### src/rtl/csa_resolver_if.sv
// Operand-pair / result handshake bundle for csa_resolver.
// slave is the resolver side, master is the producer/consumer side.
interface csa_resolver_if #(
  parameter int Width = 16
);
  logic             in_valid_i;
  logic             in_ready_o;
  logic [Width-1:0] in_sum_i;
  logic [Width-1:0] in_carry_i;
  logic             out_valid_o;
  logic             out_ready_i;
  logic [Width-1:0] out_result_o;
  logic             out_carry_o;

  modport slave (
    input  in_valid_i, in_sum_i, in_carry_i, out_ready_i,
    output in_ready_o, out_valid_o, out_result_o, out_carry_o
  );

  modport master (
    output in_valid_i, in_sum_i, in_carry_i, out_ready_i,
    input  in_ready_o, out_valid_o, out_result_o, out_carry_o
  );
endinterface

### src/rtl/csa_resolver.sv
// Chunk-serial adder closing a carry-save tree: result after Width/ChunkWidth cycles of ADD.
// Single pair in flight; result is held in HOLD until out_ready_i, new pairs only taken in IDLE.
module csa_resolver #(
  parameter int Width      = 16,
  parameter int ChunkWidth = 4
) (
  input  logic           clk_i,
  input  logic           rst_i,
  csa_resolver_if.slave  bus
);
  localparam int NumChunks = Width / ChunkWidth;
  localparam int IdxW      = (NumChunks > 1) ? $clog2(NumChunks) : 1;

  typedef enum logic [1:0] {IDLE, ADD, HOLD} state_e;

  state_e                state_q, state_d;
  logic [Width-1:0]      sum_q, sum_d;
  logic [Width-1:0]      cvec_q, cvec_d;
  logic [Width-1:0]      result_q, result_d;
  logic [IdxW-1:0]       idx_q, idx_d;
  logic                  cin_q, cin_d;
  logic                  cout_q, cout_d;
  logic [ChunkWidth:0]   chunk_add;
  logic [Width-1:0]      chunk_ext;

  // Operands shift right one chunk per cycle so the adder always sees bit 0;
  // the result fills from the top, landing in place after NumChunks shifts.
  assign chunk_add = {1'b0, sum_q[ChunkWidth-1:0]}
                   + {1'b0, cvec_q[ChunkWidth-1:0]}
                   + {{ChunkWidth{1'b0}}, cin_q};
  assign chunk_ext = Width'(chunk_add[ChunkWidth-1:0]);

  always_comb begin
    state_d  = state_q;
    sum_d    = sum_q;
    cvec_d   = cvec_q;
    result_d = result_q;
    idx_d    = idx_q;
    cin_d    = cin_q;
    cout_d   = cout_q;
    case (state_q)
      IDLE: begin
        if (bus.in_valid_i) begin
          sum_d   = bus.in_sum_i;
          cvec_d  = bus.in_carry_i;
          idx_d   = '0;
          cin_d   = 1'b0;
          state_d = ADD;
        end
      end
      ADD: begin
        result_d = (result_q >> ChunkWidth) | (chunk_ext << (Width - ChunkWidth));
        sum_d    = sum_q >> ChunkWidth;
        cvec_d   = cvec_q >> ChunkWidth;
        cin_d    = chunk_add[ChunkWidth];
        idx_d    = idx_q + 1'b1;
        if (idx_q == IdxW'(NumChunks - 1)) begin
          cout_d  = chunk_add[ChunkWidth];
          state_d = HOLD;
        end
      end
      HOLD: begin
        if (bus.out_ready_i) begin
          state_d = IDLE;
        end
      end
      default: state_d = IDLE;
    endcase
  end

  always_ff @(posedge clk_i) begin
    if (rst_i) begin
      state_q  <= IDLE;
      sum_q    <= '0;
      cvec_q   <= '0;
      result_q <= '0;
      idx_q    <= '0;
      cin_q    <= 1'b0;
      cout_q   <= 1'b0;
    end else begin
      state_q  <= state_d;
      sum_q    <= sum_d;
      cvec_q   <= cvec_d;
      result_q <= result_d;
      idx_q    <= idx_d;
      cin_q    <= cin_d;
      cout_q   <= cout_d;
    end
  end

  assign bus.in_ready_o   = (state_q == IDLE);
  assign bus.out_valid_o  = (state_q == HOLD);
  assign bus.out_result_o = result_q;
  assign bus.out_carry_o  = cout_q;
endmodule

### src/flat_wrapper.sv
// flat-port wrapper written by rule: the top's interface ports become plain ports
module csa_resolver_flat 
#(
  parameter int Width      = 16,
  parameter int ChunkWidth = 4
)
  (clk_i, rst_i, bus_in_valid_i, bus_in_sum_i, bus_in_carry_i, bus_out_ready_i, bus_in_ready_o, bus_out_valid_o, bus_out_result_o, bus_out_carry_o);
  csa_resolver_if #(.Width(Width)) bus_i ();
  input  logic clk_i;
  input  logic rst_i;
  input wire logic [$bits(bus_i.in_valid_i)-1:0] bus_in_valid_i;
  input wire logic [$bits(bus_i.in_sum_i)-1:0] bus_in_sum_i;
  input wire logic [$bits(bus_i.in_carry_i)-1:0] bus_in_carry_i;
  input wire logic [$bits(bus_i.out_ready_i)-1:0] bus_out_ready_i;
  output wire logic [$bits(bus_i.in_ready_o)-1:0] bus_in_ready_o;
  output wire logic [$bits(bus_i.out_valid_o)-1:0] bus_out_valid_o;
  output wire logic [$bits(bus_i.out_result_o)-1:0] bus_out_result_o;
  output wire logic [$bits(bus_i.out_carry_o)-1:0] bus_out_carry_o;
  assign bus_i.in_valid_i = bus_in_valid_i;
  assign bus_i.in_sum_i = bus_in_sum_i;
  assign bus_i.in_carry_i = bus_in_carry_i;
  assign bus_i.out_ready_i = bus_out_ready_i;
  assign bus_in_ready_o = bus_i.in_ready_o;
  assign bus_out_valid_o = bus_i.out_valid_o;
  assign bus_out_result_o = bus_i.out_result_o;
  assign bus_out_carry_o = bus_i.out_carry_o;
  csa_resolver #(.Width(Width), .ChunkWidth(ChunkWidth)) u_core (.clk_i(clk_i), .rst_i(rst_i), .bus(bus_i));
endmodule
### config.mk
export PLATFORM = sky130hd
export DESIGN_NAME = csa_resolver_flat
export DESIGN_NICKNAME = d
export VERILOG_FILES = /design/src/rtl/csa_resolver_if.sv /design/src/rtl/csa_resolver.sv /design/src/flat_wrapper.sv
export SDC_FILE = /design/constraint.sdc
export NUM_CORES = 1
export LEC_CHECK = 0
export ABC_AREA = 1
export BUFFER_PORTS_ARGS = -buffer_cell sky130_fd_sc_hd__buf_4
export CORE_UTILIZATION = 35
export CTS_BUF_LIST = sky130_fd_sc_hd__clkbuf_4 sky130_fd_sc_hd__clkbuf_8
export CTS_CLUSTER_SIZE = 40
export DETAILED_ROUTE_END_ITERATION = 7
export SLEW_MARGIN = 10
export SYNTH_ARGS = -nofsm -noshare
export SYNTH_HDL_FRONTEND = slang
export SYNTH_SLANG_ARGS = --single-unit
### constraint.sdc
create_clock -name clk_i -period 4.1 [get_ports clk_i]
set_input_delay 0.82 -clock clk_i [delete_from_list [all_inputs] [get_ports clk_i]]
set_output_delay 0.82 -clock clk_i [all_outputs]
set_load 0.01 [all_outputs]
Yosys cells after proc, flatten, opt, wreduce, memory -nomap -nowiden

Index checks and enable logic that the tools add are counted.
W data, S select, Z words.

Flip-flop bits (word level): 54
Word-level logic and storage cells: 34
Output and inout bits: 19
Input port bits: 36

Mux-type cells: 12
Equal/unequal tests: 6
Add/subtract/negate cells: 3
Reduce and logical (&&, ||, !) cells: 5
Bitwise gates (word level): 1

Operator list:

| kind                  | number |
|---|---|
| $pmux W16 S2          | 2 |
| $mux W16              | 2 |
| $or A12 B16 Y16       | 1 |
| $mux W2               | 4 |
| $pmux W2 S3           | 1 |
| $add A4 B4 Y5         | 1 |
| $add A5 B1 Y5         | 1 |
| $eq A2 B2 Y1 const B  | 2 |
| $ne A2 B2 Y1 const B  | 2 |
| $pmux W2 S2           | 1 |
| $reduce_and A2 Y1     | 2 |
| $reduce_and A3 Y1     | 1 |
| $add A2 B1 Y2 const B | 1 |
| $eq A2 B1 Y1 const B  | 1 |
| $logic_not A2 Y1      | 1 |
| $ne A2 B1 Y1 const B  | 1 |
| $pmux W1 S2           | 1 |
| $reduce_bool A2 Y1    | 1 |
| $mux W1               | 1 |

Longest topological paths before layout

Gate-level depths: netlist of the first run.

Depth in word-level cells: 3
Gate-level depth with buffers: 8
Mapped depth without buffers: 7

Worst setup path after synthesis of the first run

Ideal clock, no wire load.

Kind: in2reg
From: input port rst_i
To: register u_core.result_q[10], in the netlist u_core.bus.out_result_o[10]
Path buffers: 2
Arrival: 1484 ps
Path slack: 2552 ps
Stages on the path: 5
Cells stage by stage: buf_2 inv_2 clkbuf_1 o21ai_0 nor2_1

RTL lines:

| item                 | line               | text |
|---|---|---|
| start, declared      | flat_wrapper.sv:10 | `input logic rst_i;` |
| end signal, assigned | csa_resolver.sv:84 | `result_q <= result_d;` |
| end, declared        | csa_resolver.sv:19 | `logic [Width-1:0] result_q, result_d;` |

Final worst setup path of the first run

From: register u_core.state_q[0]
To: register u_core.cout_q, in the netlist u_core.bus.out_carry_o

Cells in the longest elaborated chain, start to end: 2

RTL lines:

| item                        | line               | text |
|---|---|---|
| start, declared             | csa_resolver.sv:16 | `state_e state_q, state_d;` |
| start signal, assigned      | csa_resolver.sv:81 | `state_q <= state_d;` |
| $eq A2 B1 Y1                | csa_resolver.sv:41 | `case (state_q)` |
| $reduce_and A2 Y1 (no line) | n/a                |  |
| end signal, assigned        | csa_resolver.sv:87 | `cout_q <= cout_d;` |
| end, declared               | csa_resolver.sv:22 | `logic cout_q, cout_d;` |

No other way between the ends.
A chain may end at the register's enable or synchronous reset.

==> results of run 1 <==
==> state kept, by name (all words and copies together) (netlist names) <==
name	count
u_core.cvec_q	16
u_core.sum_q	16
u_core.state_q	2
u_core.bus.out_result_o	16
u_core.idx_q	2
u_core.bus.out_carry_o	1
u_core.cin_q	1
==> cell usage after synthesis <==
cell / count / share of area
inv_1: 20 / 0.029
buf_4: 5 / 0.015
a21oi_2: 10 / 0.034
xor2_1: 1 / 0.0034
buf_2: 7 / 0.014
a21oi_1: 31 / 0.061
nand3_1: 34 / 0.067
clkbuf_1: 3 / 0.0044
nand2_1: 96 / 0.14
dfxtp_1: 54 / 0.42
nor2_2: 1 / 0.0025
o21ai_1: 5 / 0.0098
buf_6: 6 / 0.027
fa_1: 2 / 0.016
inv_2: 3 / 0.0044
nand3b_1: 4 / 0.012
o21ai_2: 8 / 0.028
nor2_1: 32 / 0.047
o21ai_0: 12 / 0.024
o21a_1: 1 / 0.0029
ha_1: 4 / 0.020
buf_1: 1 / 0.0015
nand2_4: 3 / 0.013
==> report_power, final <==
group | internal (mW) | total (mW) | switching, mW
combinational | 0.0986 | 0.237 | 0.138
clock | 0.143 | 0.312 | 0.168
sequential | 0.567 | 0.589 | 0.0229
total | 0.808 | 1.14 | 0.329
==> worst max-delay path, cell delays in order (launching register included) <==
cell	delay, ps
dfxtp_1	410
nand2_4	370
inv_2	830
nand2_1	210
nor2_1	170
nor2_1	60
==> layout make-up <==
cell class / instances / share of cell area
clock inverter: 1 / 0.001661
clock buffer: 7 / 0.02990
inverter: 23 / 0.02865
timing repair buffer: 54 / 0.1346
multi-input combinational: 244 / 0.4066
sequential: 54 / 0.3588
tap: 96 / 0.03987
==> cells by family after synthesis <==
family,after synthesis,share of synthesized area
xor+xnor,1,0.003439
compound gates,67,0.1591
flops,54,0.4244
fa+ha+maj,6,0.03536
buf+inv,45,0.09479
simple gates,170,0.2829
==> stage by stage <==
| step | power (mW) | area, um2 | worst slack [ps] | cells |
|---|---|---|---|---|
| after global placement | 0.8375 | 2918 | 1968 | 471 |
| final | 1.138 | 3013 | 1910 | 479 |
| after CTS | 1.153 | 3013 | 1915 | 479 |
| after detailed placement | 0.8415 | 2918 | 1928 | 471 |
| after global routing | 1.211 | 3013 | 1618 | 479 |
| after floorplan | 0.7764 | 2547 | 2552 | 343 |
==> path summary, 6_finish.rpt <==
kind / from / to / slack, ps / cells past startpoint
min: u_core.idx_q[0]$_SDFFE_PP0P_ / u_core.idx_q[0]$_SDFFE_PP0P_ / 480 / 1
max: u_core.state_q[0]$_SDFFE_PP0P_ / u_core.bus.out_carry_o$_SDFFE_PP0P_ / 1910 / 5
max reg2reg: u_core.state_q[0]$_SDFFE_PP0P_ / u_core.bus.out_carry_o$_SDFFE_PP0P_ / 1910 / 5
min reg2reg: u_core.idx_q[0]$_SDFFE_PP0P_ / u_core.idx_q[0]$_SDFFE_PP0P_ / 480 / 1
==> per-layer routing <==
metal	vias to the layer above	share of wire	GRT usage
met1	998	0.49	0.1843
met3	6	0.049	0.04455
li1	1178	-	-
met5	-	0	0
met4	0	0.0088	0.03577
met2	48	0.45	0.2450
==> summary.txt, run 1 <==
Detailed routing
  • Vias post-DR: 2230
  • Antenna Nets Post-Route: 0
  • Avg WL per Cell: 10.96 um
  • Via density: 4.656
  • DRT Wirelength: 5252 um
  • DRC errors left: 0
  • Initial DRC count: 94
  • First-pass DRT Iterations: 4

Synthesis
  • Register area share after synthesis: 0.4244
  • Mapped Cells: 343
  • Synthesized area: 2547 um2
  • Net count after synthesis: 385
  • Yosys reg bits: 54
  • Syn_area_per_cell: 7.427 um2
  • Netlist cell types: 23
  • Synth warn: 0

Timing
  • Highest clock rate: 456.6 MHz
  • Final worst clock skew: 4.964 ps
  • Hold WS: 475.0 ps
  • Worst-Margin Slew: 909.9 ps
  • Final hold violation count: 0
  • # setup viols final: 0
  • Post-route setup TNS: 0 ps
  • Slew margin rel.: 0.3925
  • RSZ-0062 raised after global routing: false
  • Tmin final: 2190 ps
  • Fin crit share: 0.5342
  • Max Slew Vio Count: 0

Floorplan
  • Core Area: 6907 um2
  • DIE AREA: 7624 um2
  • Chip width: 87.32 um
  • Starting Density: 0.3688
  • I/O pin count: 55
  • Rows: 30
  • Chip height: 87.32 um

Power
  • Peak VDD IR: 0.1719 mV
  • Lkg Pwr: 1.358 nW
  • Power Density: 377.6 nW/um2

Clock network
  • Setup bufs post-CTS: 0
  • CTS Sinks: 54
  • Max Buffers Root-to-Sink: 2
  • CTS tree: done
  • Worst skew pair latency: 310 ps
  • Post-CTS resize count: 0
  • Total CTS buffers: 5
  • Root buf cell: clkbuf_8
  • Clk pin slew, worst setup/hold paths: 90 ps
  • H-tree levels: 2
  • Hold_buf cts: 0

Critical path
  • Crit path kind: flip-flop to flip-flop
  • CP Launch Type: flip-flop
  • Critical Path AT: 2390 ps
  • CP Capture Type: flip-flop
  • Crit-path max FO: 63
  • Required time of the worst setup path: 4300 ps

Global route
  • Vias in the first global route: 1945
  • Initial antenna violation count: 0
  • Largest net degree at the start of global routing: 64
  • First-pass GRT wire length: 8797 um
  • GRT Total Usage: 0.1467
  • Total grt overflow: 0

Cells and area
  • Number of antenna diodes: 0
  • Most frequent cells in the layout: 96 x nand2_1, 54 x buf_4, 54 x dfxtp_1
  • Multi-input gate area: 1225 um2
  • Fin nets: 424
  • Most common cell after layout, fill and taps aside: nand2_1
  • Layout cell share with drive strength beyond 1: 0.2272
  • Register area: 1081 um2
  • Filler instances: 754
  • Area delta synth->final: 18.27%
  • Final core utilization: 0.4362

Run status
  • Status: completed

Placed design
  • PortBufs: 54
  • DPL Wire Length: 3272 um
  • Placer Congestion: 0.7264

Worst hold path
  • HP Class: flip-flop to flip-flop

Flow run
  • Max Cap Viol: 0
Power figures use the tool's default switching activity.
==> run 2, diff against run 1 <==
==> constraint.sdc (replaced) <==
create_clock -name clk_i -period 1.9 [get_ports clk_i]
set_input_delay 0.38 -clock clk_i [delete_from_list [all_inputs] [get_ports clk_i]]
set_output_delay 0.38 -clock clk_i [all_outputs]
set_load 0.01 [all_outputs]
==> run 2 against run 1 <==
Cell count rose by 1.0%. Core utilization grew 0.54 points. Via count rose by 2.1%. Critical path type unchanged.
==> summary.txt, run 2 (same netlist as run 1, synthesis figures left out) <==
Run status
  • Status: completed

Detailed routing
  • First-pass DRT Iterations: 4 (unchanged)
  • Initial DRC count: 88 (-6.4%)
  • DRT Wirelength: 5297 um (+0.86%)
  • Avg WL per Cell: 10.94 um (-0.19%)
  • DRC errors left: 0 (unchanged)
  • Vias post-DR: 2276 (+2.1%)
  • Antenna Nets Post-Route: 0 (unchanged)
  • Via density: 4.702 (+1.0%)

Placed design
  • DPL Wire Length: 3444 um (+5.3%)
  • Pre-CTS setup slack: 363.4 ps (-1564 ps)
  • Placer Congestion: 0.7373 (+1.5%)
  • Cell Area, Placed: 2955 um2 (+1.3%)
  • DP Cell Count: 476 (+1.1%)
  • PortBufs: 54 (unchanged)

Cells and area
  • Number of antenna diodes: 0 (unchanged)
  • Fin cells: 484 (+1.0%)
  • Layout cell share with drive strength beyond 1: 0.2371 (+0.009959)
  • Area delta synth->final: 19.74%
  • Most frequent cells in the layout: 96 x nand2_1, 59 x buf_4, 54 x dfxtp_1
  • Fin area: 3050 um2 (+1.2%)
  • Filler instances: 762 (+1.1%)
  • Most common cell after layout, fill and taps aside: nand2_1
  • Fin nets: 429 (+1.2%)

Floorplan
  • I/O pin count: 55 (unchanged)
  • Core Area: 6907 um2 (unchanged)
  • Rows: 30 (unchanged)
  • Chip width: 87.32 um (unchanged)
  • DIE AREA: 7624 um2 (unchanged)
  • Starting Density: 0.3688 (unchanged)
  • Chip height: 87.32 um (unchanged)

Power
  • Power Density: 810.2 nW/um2 (+110%)
  • Peak VDD IR: 0.3942 mV (+130%)
  • Lkg Pwr: 1.382 nW (+1.8%)
  • Total power: 2.472 mW (+120%)

Timing
  • Final hold violation count: 0 (unchanged)
  • Post-route setup TNS: 0 ps (unchanged)
  • Setup ws final: 345.4 ps (-1564 ps)
  • Worst-Margin Slew: 399.9 ps (-510.1 ps)
  • # setup viols final: 0 (unchanged)
  • Slew margin rel.: 0.7330 (+0.3406)
  • Fin crit share: 0.8182 (+0.2840)
  • Max Slew Vio Count: 0 (unchanged)
  • Final worst clock skew: 7.178 ps (+2.214 ps)
  • RSZ-0062 raised after global routing: false
  • Highest clock rate: 643.3 MHz (+41%)
  • Tmin final: 1555 ps (-635.7 ps)

Clock network
  • Hold_buf cts: 0 (unchanged)
  • Clk pin slew, worst setup/hold paths: 100 ps (about the same)
  • H-tree levels: 2 (unchanged)
  • Worst skew pair latency: 300 ps (about the same)
  • Max Buffers Root-to-Sink: 2 (unchanged)
  • Total CTS buffers: 5 (unchanged)
  • Setup bufs post-CTS: 0 (unchanged)
  • CTS tree: done
  • CTS Sinks: 54 (unchanged)
  • Post-CTS resize count: 0 (unchanged)
  • Root buf cell: clkbuf_8

Global route
  • Largest net degree at the start of global routing: 30 (-53%)
  • GRT Total Usage: 0.1549 (+0.008174)
  • Initial antenna violation count: 0 (unchanged)
  • Vias in the first global route: 2173 (+12%)
  • First-pass GRT wire length: 9349 um (+6.3%)
  • Total grt overflow: 0 (unchanged)

Critical path
  • CP Capture Type: flip-flop
  • Required time of the worst setup path: 2130 ps (-2170 ps)
  • CP Launch Type: flip-flop
  • Crit path kind: flip-flop to flip-flop
  • Crit-path max FO: 3 (-95%)
  • Critical Path AT: 1790 ps (-600 ps)

Flow run
  • Max Cap Viol: 0 (unchanged)

Worst hold path
  • HP Class: input pin to flip-flop
-- run 2: cell count changes in the layout (fill, tap and decap cells not counted) --
cell / previous run / this run
buf_4: 54 / 59
-- run 2: metal layers --
metal | vias up | part of all wire | global-route usage
met5 | - | 0 | 0
met1 | 1028 | 0.50 | 0.1883
met4 | 0 | 0.013 | 0.04620
li1 | 1189 | - | -
met3 | 8 | 0.040 | 0.03223
met2 | 51 | 0.45 | 0.2734
-- run 2: layout make-up --
cell class                      instances  area, um2  share of cell area
Clock buffer                            7      90.09             0.02953
Clock inverter                          1      5.005            0.001641
Inverter                               23      86.33             0.02830
Multi-Input combinational cell        244       1225              0.4016
Sequential cell                        54       1081              0.3544
Tap cell                               96      120.1             0.03938
Timing Repair Buffer                   59      442.9              0.1452
-- run 2: path summary, 6_finish.rpt --
check | start | slack, ps | end | depth (start not counted)
setup reg to reg | u_core.cin_q$_SDFFE_PP0P_ | 350 | u_core.cin_q$_SDFFE_PP0P_ | 7
hold reg to reg | u_core.idx_q[0]$_SDFFE_PP0P_ | 480 | u_core.idx_q[0]$_SDFFE_PP0P_ | 1
setup / recovery | u_core.cin_q$_SDFFE_PP0P_ | 350 | u_core.cin_q$_SDFFE_PP0P_ | 7
hold / removal | bus_in_sum_i[15] | 330 | u_core.sum_q[15]$_SDFFE_PP0P_ | 3
-- run 2: power by group --
| part | total [mW] | internal, mW | switching, mW |
|---|---|---|---|
| Clock | 0.675 | 0.309 | 0.366 |
| Combinational | 0.523 | 0.223 | 0.301 |
| Sequential | 1.27 | 1.22 | 0.0503 |
| Total | 2.47 | 1.75 | 0.717 |
-- run 2: worst max-delay path, stage by stage, from the launching register on --
cell and delay [ps]:
dfxtp_1 370, fa_1 240, inv_1 70, fa_1 390, nand3b_1 160, nand2_1 90
nand2_1 50, a21oi_1 120
-- run 2: stage by stage --
step	util	hold WS, ps
2_1_floorplan	-	434.7
3_3_place_gp	0.4279	452.0
3_5_place_dp	0.4279	466.4
4_1_cts	0.4417	316.4
5_1_grt	0.4417	331.2
6_report	0.4417	326.6
==> run 3, diff against run 2 <==
==> constraint.sdc (replaced) <==
create_clock -name clk_i -period 1.6 [get_ports clk_i]
set_input_delay 0.32 -clock clk_i [delete_from_list [all_inputs] [get_ports clk_i]]
set_output_delay 0.32 -clock clk_i [all_outputs]
set_load 0.01 [all_outputs]
==> run 3 against run 2 <==
Flip-flop and latch count stayed put. Non-clock buffer count is 1 higher. Critical endpoint unchanged. Largest cell class unchanged. Maximum frequency increased by 7.5%.
==> summary.txt, run 3 (same netlist as run 1, synthesis figures left out) <==
Clock network
  • Clk pin slew, worst setup/hold paths: 90 ps (about the same)
  • Max Buffers Root-to-Sink: 2 (unchanged)
  • CTS Sinks: 54 (unchanged)
  • Worst skew pair latency: 300 ps (about the same)
  • Post-CTS resize count: 0 (unchanged)
  • Setup bufs post-CTS: 0 (unchanged)
  • Hold_buf cts: 0 (unchanged)
  • CTS tree: done
  • Total CTS buffers: 5 (unchanged)
  • Root buf cell: clkbuf_8
  • H-tree levels: 2 (unchanged)

Cells and area
  • Number of antenna diodes: 0 (unchanged)
  • Multi-input gate area: 1230 um2 (+0.41%)
  • Filler instances: 748 (-1.8%)
  • Fin area: 3109 um2 (+1.9%)
  • Layout cell share with drive strength beyond 1: 0.2500 (+0.01289)
  • Area delta synth->final: 22.05%
  • Register area: 1085 um2 (+0.35%)
  • Fin nets: 430 (+0.23%)
  • Final core utilization: 0.4502 (+0.008514)
  • Most frequent cells in the layout: 96 x nand2_1, 58 x buf_4, 51 x dfxtp_1
  • Most common cell after layout, fill and taps aside: nand2_1

Timing
  • Setup ws final: 153.9 ps (-191.5 ps)
  • Slew margin rel.: 0.7162 (-0.01685)
  • Post-route setup TNS: 0 ps (unchanged)
  • Final hold violation count: 0 (unchanged)
  • Tmin final: 1446 ps (-108.5 ps)
  • # setup viols final: 0 (unchanged)
  • RSZ-0062 raised after global routing: false
  • Worst-Margin Slew: 425.1 ps (+25.24 ps)
  • Final worst clock skew: 5.853 ps (-1.325 ps)
  • Max Slew Vio Count: 0 (unchanged)
  • Highest clock rate: 691.5 MHz (+7.5%)
  • Fin crit share: 0.9038 (+0.08559)

Critical path
  • Largest stage delay on the critical path: 360 ps (-30 ps)
  • Crit-path max FO: 3 (unchanged)
  • CP Launch Type: flip-flop
  • Cells along the critical path: fa_2 > inv_1 > fa_2 > nand3b_1 > nand2_1 > nand2_1 > a21oi_1
  • CP Launch Point: u_core.cin_q$_SDFFE_PP0P_
  • CP Capture Type: flip-flop
  • Required time of the worst setup path: 1830 ps (-300 ps)
  • FF-to-FF setup slack: 150 ps (-190 ps)
  • CP max stage cell: dfxtp_2
  • Critical Path AT: 1680 ps (-110 ps)
  • Buf/Inv on CP: 1 (unchanged)
  • Register-to-Register Path Depth: 7 (unchanged)
  • Crit path kind: flip-flop to flip-flop
  • Crit path depth: 7 (unchanged)
  • CP top delay family: adder cells
  • Reg2reg start: u_core.cin_q$_SDFFE_PP0P_

Power
  • Power Density: 989.9 nW/um2 (+22%)
  • Peak VDD IR: 0.4156 mV (+5.4%)
  • Total power: 3.078 mW (+25%)
  • Lkg Pwr: 1.401 nW (+1.4%)

Worst hold path
  • HP Class: input pin to flip-flop
  • Hold_sp: bus_in_sum_i[14]
  • WHS Path Cells: 3 (unchanged)

Detailed routing
  • Avg WL per Cell: 11.00 um (+0.51%)
  • Max layer used: met4
  • Vias post-DR: 2225 (-2.2%)
  • Met3 wire len: 237 um (+11%)
  • Initial DRC count: 110 (+25%)
  • DRC errors left: 0 (unchanged)
  • WL met2: 2396 um (+1.1%)
  • DRT Wirelength: 5324 um (+0.51%)
  • Antenna Nets Post-Route: 0 (unchanged)
  • Via density: 4.597 (-2.2%)
  • First-pass DRT Iterations: 4 (unchanged)
  • Metal1 wirelength: 2599 um (-1.7%)

Global route
  • GRT Total Usage: 0.1532 (-0.001617)
  • Largest net degree at the start of global routing: 41 (+37%)
  • Initial antenna violation count: 0 (unchanged)
  • First-pass GRT wire length: 9094 um (-2.7%)
  • Vias in the first global route: 2024 (-6.9%)
  • Total grt overflow: 0 (unchanged)

Floorplan
  • Core Area: 6907 um2 (unchanged)
  • Starting Density: 0.3688 (unchanged)
  • Chip width: 87.32 um (unchanged)
  • Rows: 30 (unchanged)
  • I/O pin count: 55 (unchanged)
  • Chip height: 87.32 um (unchanged)
  • DIE AREA: 7624 um2 (unchanged)

Placed design
  • Placer Congestion: 0.7127 (-3.3%)
  • Cell Area, Placed: 2988 um2 (+1.1%)
  • DPL Wire Length: 3477 um (+0.96%)
  • Pre-CTS setup slack: 73.27 ps (-290.2 ps)
  • PortBufs: 54 (unchanged)

Run status
  • Status: completed

Flow run
  • Max Cap Viol: 0 (unchanged)
## run 3: cell count changes in the layout (fill, tap and decap cells not counted), moves of 2 or more
cell,change
dfxtp_1,-3
dfxtp_2,+3
buf_12,+2
fa_1,-2
fa_2,+2
## run 3: final cells by class
| cell class | instances | share of cell area |
|---|---|---|
| clock buffer | 6 | 0.02656 |
| clock inverter | 1 | 0.009658 |
| inverter | 23 | 0.02777 |
| multi-input combinational | 244 | 0.3956 |
| sequential | 54 | 0.3489 |
| tap | 96 | 0.03863 |
| timing repair buffer | 60 | 0.1529 |
## run 3: report_power, final
group	switching, mW	internal, mW	total, mW
Clock	0.425	0.501	0.926
Sequential	0.0596	1.45	1.51
Combinational	0.361	0.278	0.639
## run 3: path summary, 6_finish.rpt
check	end
setup / recovery	u_core.cin_q$_SDFFE_PP0P_
hold / removal	u_core.sum_q[14]$_SDFFE_PP0P_
setup reg to reg	u_core.cin_q$_SDFFE_PP0P_
hold reg to reg	u_core.bus.out_result_o[11]$_SDFFE_PP0P_
## run 3: worst min-delay path, cell delays in order
cell and delay [ps]:
buf_4 100, nand2_1 50, a21oi_1 50
## run 3: routing by layer
metal / vias up / GRT usage
met1: 982 / 0.1988
li1: 1186 / -
met4: 0 / 0.06259
met2: 49 / 0.2479
met5: - / 0
met3: 8 / 0.03128
## run 3: stage by stage
step | std cells | hold slack, ps
floorplan | 343 | 434.7
global placement | 477 | 451.2
detailed placement | 477 | 465.9
CTS | 484 | 258.3
global route | 484 | 272.1
finish | 484 | 267.7
